**config.mk**
```make
export PLATFORM = sky130hd
export DESIGN_NAME = bcd_display_converter
export DESIGN_NICKNAME = d
export VERILOG_FILES = /design/src/rtl/bcd_display_converter.sv
export SDC_FILE = /design/constraint.sdc
export NUM_CORES = 1
export LEC_CHECK = 0
export BUFFER_PORTS_ARGS = -buffer_cell sky130_fd_sc_hd__clkbuf_2
export CAP_MARGIN = 10
export CORE_AREA = 2 2 112 114
export CTS_CLUSTER_SIZE = 25
export DETAILED_ROUTE_END_ITERATION = 8
export DIE_AREA = 0 0 114 116
export PLACE_DENSITY = 0.71
export SLEW_MARGIN = 20
export SYNTH_ARGS = -nofsm -noshare
export SYNTH_HDL_FRONTEND = slang
export SYNTH_SLANG_ARGS = --single-unit
```
**constraint.sdc**
```tcl
create_clock -name clk -period 3.7 [get_ports clk]
set_clock_uncertainty 0.05 [all_clocks]
set_input_delay 0.74 -clock clk [delete_from_list [all_inputs] [get_ports clk]]
set_output_delay 0.74 -clock clk [all_outputs]
set_load 0.03 [all_outputs]
```
**src/rtl/bcd_display_converter.sv**
```systemverilog
// Signed binary to BCD converter for the 7-segment stage: a shift-and-add-3 engine
// that retires one bit per clock and publishes sign, low digits and overflow at the end.
module bcd_display_converter #(
    parameter int unsigned WIDTH      = 32,
    parameter int unsigned BCD_DIGITS = 10,
    parameter int unsigned OUT_DIGITS = 7
) (
    input  logic                      clk,
    input  logic                      rst,
    input  logic                      start,
    input  logic [WIDTH-1:0]          value_in,
    output logic                      busy,
    output logic                      done,
    output logic [4*OUT_DIGITS-1:0]   bcd_out,
    output logic                      sign_out,
    output logic                      overflow
);

    localparam int unsigned BCD_W = 4 * BCD_DIGITS;
    localparam int unsigned OUT_W = 4 * OUT_DIGITS;
    localparam int unsigned CNT_W = $clog2(WIDTH + 1);

    typedef enum logic [1:0] {
        IDLE  = 2'd0,
        SHIFT = 2'd1,
        DONE  = 2'd2
    } state_t;

    state_t             state;
    logic [BCD_W-1:0]   bcd;
    logic [WIDTH-1:0]   mag;
    logic [CNT_W-1:0]   cnt;
    logic               sign;

    logic [BCD_W-1:0]   adj;
    logic [BCD_W-1:0]   bcd_next;
    logic [WIDTH-1:0]   mag_next;
    logic               last_iter;

    // One double-dabble iteration: correct nibbles >= 5, then shift {bcd,mag} left.
    always_comb begin
        adj = bcd;
        for (int i = 0; i < int'(BCD_DIGITS); i++) begin
            if (bcd[4*i +: 4] >= 4'd5) begin
                adj[4*i +: 4] = bcd[4*i +: 4] + 4'd3;
            end
        end
        bcd_next  = {adj[BCD_W-2:0], mag[WIDTH-1]};
        mag_next  = {mag[WIDTH-2:0], 1'b0};
        last_iter = (cnt == CNT_W'(WIDTH - 1));
    end

    always_ff @(posedge clk) begin
        if (!rst) begin
            state    <= IDLE;
            bcd      <= '0;
            mag      <= '0;
            cnt      <= '0;
            sign     <= 1'b0;
            busy     <= 1'b0;
            done     <= 1'b0;
            bcd_out  <= '0;
            sign_out <= 1'b0;
            overflow <= 1'b0;
        end else begin
            done <= 1'b0;
            unique case (state)
                IDLE: begin
                    busy <= 1'b0;
                    if (start) begin
                        sign  <= value_in[WIDTH-1];
                        // Unsigned reading of the negation makes the most negative value exact.
                        mag   <= value_in[WIDTH-1] ? WIDTH'(~value_in + WIDTH'(1)) : value_in;
                        bcd   <= '0;
                        cnt   <= '0;
                        busy  <= 1'b1;
                        state <= SHIFT;
                    end
                end
                SHIFT: begin
                    bcd <= bcd_next;
                    mag <= mag_next;
                    cnt <= cnt + CNT_W'(1);
                    if (last_iter) begin
                        bcd_out  <= bcd_next[OUT_W-1:0];
                        sign_out <= sign;
                        overflow <= |bcd_next[BCD_W-1:OUT_W];
                        busy     <= 1'b0;
                        done     <= 1'b1;
                        state    <= DONE;
                    end
                end
                DONE: begin
                    busy  <= 1'b0;
                    state <= IDLE;
                end
                default: begin
                    busy  <= 1'b0;
                    state <= IDLE;
                end
            endcase
        end
    end

endmodule

```
# [Word level (Yosys, flattened, before mapping)]
# Cells that the tools add are included.
# W data, S select, Z words.
[word_totals] ff_bits=113 inputBits=35 output_inout_bits=32
[op_classes] add_sub_neg=12 magnitude_cmp=10 eq_ne=4 muxes=24 n_bitwise=1 reduce_logical=8
[op_table] operator="$pmux W40 S2" n=1
[op_table] operator="$mux W32" n=2
[op_table] operator="$pmux W32 S2" n=1
[op_table] operator="$ge A4 B3 Y1 const B" n=10
[op_table] operator="$mux W40" n=1
[op_table] operator="$add A4 B2 Y4 const B" n=9
[op_table] operator="$mux W4" n=9
[op_table] operator="$add A32 B1 Y32 const B" n=1
[op_table] operator="$not A32 Y32" n=1
[op_table] operator="$pmux W6 S2" n=1
[op_table] operator="$reduce_or A12 Y1" n=1
[op_table] operator="$reduce_and A2 Y1" n=5
[op_table] operator="$add A6 B1 Y6 const B" n=1
[op_table] operator="$eq A6 B5 Y1 const B" n=1
[op_table] operator="$mux W6" n=1
[op_table] operator="$mux W2" n=2
[op_table] operator="$ne A2 B2 Y1 const B" n=2
[op_table] operator="$pmux W2 S2" n=1
[op_table] operator="$add A3 B2 Y3 const B" n=1
[op_table] operator="$mux W1" n=3
[op_table] operator="$mux W3" n=1
[op_table] operator="$eq A2 B1 Y1 const B" n=1
[op_table] operator="$logic_not A2 Y1" n=1
[op_table] operator="$pmux W1 S2" n=1
[op_table] operator="$reduce_bool A2 Y1" n=1

# [Depth between registers and ports, before layout]
[logic_depth] depth_word=5 depth_mapped=7 depth_no_buf=7

# [Least setup slack after synthesis]
# No wires, ideal clock.
[synth_path] path_kind="input port to flip-flop" startpoint="in value_in[22]" endpoint="reg mag[25]" setup_time_ns=0.134 t_arrival_ns=2.298 required_ns=3.516 path_slack_ns=1.218 stages=6 path_cell_list="or4_4 > or3_1 > buf_6 > o41ai_2 > xor2_1 > o22ai_1"
[synth_between] elab_chain_len=5
[synth_lines] item="start: declaration" line_no="11" rtl="input logic [WIDTH-1:0] value_in,"
[synth_lines] item="$not A32 Y32" line_no="73" rtl="mag <= value_in[WIDTH-1] ? WIDTH'(~value_in + WIDTH'(1)) : value_in;"
[synth_lines] item="$add A32 B1 Y32" line_no="73"
[synth_lines] item="$mux W32" line_no="73"
[synth_lines] item="$mux W32" line_no="70" rtl="if (start) begin"
[synth_lines] item="$pmux W32 S2" line_no="67" rtl="unique case (state)"
[synth_lines] item="end signal: assignment" line_no="73"
[synth_lines] item="end signal: assignment" line_no="82" rtl="mag <= mag_next;"
[synth_lines] item="end: declaration" line_no="31" rtl="logic [WIDTH-1:0] mag;"
# Every way passes these cells. The select of a mux whose other input is x is not followed.
# A chain may end at the register's enable or synchronous reset.

# [Worst setup path in the final report]
[layout_path] startpoint="reg state[0]" endpoint="reg bcd_out[26]"
[layout_between] elab_chain_len=2
[layout_lines] item="start: declaration" line_no="29" rtl="state_t state;"
[layout_lines] item="start signal: assignment" line_no="55" rtl="state <= IDLE;"
[layout_lines] item="start signal: assignment" line_no="77" rtl="state <= SHIFT;"
[layout_lines] item="start signal: assignment" line_no="90" rtl="state <= DONE;"
[layout_lines] item="$eq A2 B1 Y1" line_no="67"
[layout_lines] item="$reduce_and A2 Y1 (no line)"
[layout_lines] item="end signal: assignment" line_no="85" rtl="bcd_out <= bcd_next[OUT_W-1:0];"
[layout_lines] item="end: declaration" line_no="14" rtl="output logic [4*OUT_DIGITS-1:0] bcd_out,"
# Every way passes these cells.

==> results by group <==
Synth
  • Seq/Total Area, Yosys: between 30% and 40%
  • Post-Syn Nets: 780
  • Ranking of synthesized cells by area: dfxtp_1 (38%), a21oi_1 (7.9%), ha_1 (4.6%)
  • Top cells by instance count after synthesis: dfxtp_1 (113), a21oi_1 (93), nor2_1 (61)
  • Asr flop ratio synth: 0%
  • Largest family of logic cells by synthesized area: compound AO/OA/AOI/OAI gates
  • Main synth FF type: dfxtp_1
  • Largest area contributor in the netlist: dfxtp_1
  • YS warnings: 0
  • Mux cell area share after synthesis: less than 1%
  • Synth Area in Simple Gates: 19.2%
  • Post-synthesis compound-gate area fraction: 26.3%
  • Synth Area in XOR/XNOR: 6.21%
  • Top cell type's share of synthesized area: 38.2%
  • Syn Area/Cell: 8.19 um2
  • Post-synth EDFFs: 0
  • Synth Area in Adders: under 10%
  • Most numerous cell in the Yosys netlist: dfxtp_1
  • Synth Cell Area: 5920 um2
  • Yosys cell types: 55
  • FF+latch count, synth: 113
  • Post-Syn Instances: 723

Clocking
  • Clk slew on worst S/H paths: ~0.05 ns
  • Post-CTS setup buffers: 0
  • H-tree levels: 4
  • CTS Buf Count: 17
  • Clock Root Buffer: clkbuf_16
  • Clock Latency Late Sink: 0.41 ns
  • Clock buffer depth: 2
  • CTS resizes: 0
  • CTS tree: yes
  • Num Clock Sinks: ~110
  • Hold buffer count at CTS: 0

Drt
  • Initial DRC Count: 373
  • WL/cell: ~15 um
  • Total number of vias: 5391
  • Antenna Violating Nets Remaining: 0
  • 1st-pass router iterations: 5
  • Via/cell ratio: 5.84
  • DRT Wirelength: 13900 um
  • DRC: 0

Outcome
  • Status: finished, final reports clean

Critical path
  • Largest stage delay, worst path: 0.75 ns
  • Required @ worst endpoint: 3.94 ns
  • Crit path buf inv count: 0
  • Cell family with most CP delay: simple AND/OR/NAND/NOR gates
  • CP Class: flop to flop
  • Crit start category: flop
  • Max stage delay cell, worst path: nand2_1
  • Crit. End Element: flop
  • Max FO, Critical Path: 27
  • Worst-path cell chain: nor2b_4 > nand2_1 > a22oi_1 > nor2_1
  • Worst EP arrival: 2.67 ns

Power and ir drop
  • Pwr dens: 450 nW/um2
  • Worst ir drop on vdd: 0.000338 V
  • Leakage: roughly 2.6 nW

Timing
  • Fmax: 412 MHz
  • Setup TNS Final: 0 ns
  • Actual slew at the worst max-slew pin: approximately 0.95 ns
  • Final period util: between 60% and 70%
  • Relative slew slack: between 30% and 40%
  • Final setup viols: 0
  • Max Slew Vio Count: 0
  • Setup ws final: 1.27 ns
  • Minimum clock period: 2.43 ns
  • WHS: between 0.4 and 0.5 ns
  • Final hold vios: 0
  • RSZ-0062 raised after global routing: false

Die
  • Die H: 116 um
  • Row count: 40
  • Full die area: 13200 um2
  • Core Region: 11900 um2
  • # IOs: 67
  • Initial Util: 49.7%
  • Die Span X: 114 um

GRT
  • Tot GR Track Use: 22.1%
  • First-pass GRT wire length: 23900 um
  • Vias in the first global route: 5144
  • Grt ovf: 0
  • Pin count of the biggest net entering global routing: 59
  • Initial antenna violation count: 0

Job
  • Max-cap violations: 0

Finish
  • Layout cells sized above 1: between 10% and 20%
  • Final Util: approximately three fifths
  • Final nets: 821
  • Non-filler cells, final: 923
  • Area Overhead vs Synth: 16.8%
  • Number of antenna diodes: 0

Place
  • GPL Wtd Cong: 0.877
  • Port bufs: 66
  • Dpl cells: ~890
  • Place WS: 0.866 ns
  • DP Wirelength: 9330 um

Min path
  • Hold Crit Class: flop to flop
[where the power goes]
| group | switching [W] | internal [W] |
|---|---|---|
| clock | 0.000526 | 0.00106 |
| sequential | 0.0000189 | 0.00125 |
| combinational | 0.000165 | 0.0000877 |
[registers in the layout (all words and copies together), names as in the netlist]
name      cells
bcd          40
mag          32
bcd_out      28
cnt           6
state         2
busy          1
done          1
overflow      1
sign          1
sign_out      1
[kinds of logic (layout without fill, tap and decap cells)]
family	after synthesis	in the layout
muxes	2	2
and+or+nand+nor	229	229
AOI/OAI and AO/OA	238	238
DFF	113	113
xor gates and xnor gates	42	42
adders and majority gates	22	22
buffers and inverters	77	130
[routing by layer]
| layer | vias to the layer above | part of all wire [%] | global-route usage, % |
|---|---|---|---|
| met5 | - | 0 | 0 |
| met4 | 0 | 2.0 | 10.6 |
| met3 | 26 | 4.7 | 4.08 |
| met2 | 161 | 48 | 37.4 |
| met1 | 2494 | 45 | 27.3 |
| li1 | 2710 | - | - |
[per-stage QoR]
step / power (W) / area [um2]
2_1_floorplan: 0.00146 / 5920
3_3_place_gp: 0.00154 / 6320
5_1_grt: 0.00322 / 6910
3_5_place_dp: 0.00155 / 6320
4_1_cts: 0.00313 / 6910
6_report: 0.00311 / 6910
[worst paths after layout]
check / start / to / slack, ns / cells after the start
max reg2reg: state[0] / bcd_out[26] / 1.27 / 4
min reg2reg: bcd_out[16] / bcd_out[16] / 0.40 / 2
max: state[0] / bcd_out[26] / 1.27 / 4
min: bcd_out[16] / bcd_out[16] / 0.40 / 2
[cell type report]
class	instances	area (um2)
clock inverter	4	45.0
multi-input combinational	533	3380
fill	1094	5000
sequential	113	2260
timing repair buffer	74	403
tap	147	184
clock buffer	27	543
inverter	25	93.8
[worst register-to-register path, stage by stage, from the launching register on]
cell,delay [ns]
dfxtp_1,0.39
nor2b_4,0.66
nand2_1,0.75
a22oi_1,0.38
nor2_1,0.08
[cell usage in the layout, fill, tap and decap left out, types with 22 or more instances in the layout]
cell type,synthesis,layout
inv_1,24,24
xor2_1,23,23
a22oi_1,34,34
nand2_1,58,58
clkbuf_2,0,66
nor2_1,61,60
a21oi_1,93,93
dfxtp_1,113,113
ha_1,22,22
o21ai_0,22,22
No activity file was read; power rests on OpenSTA's default activity.
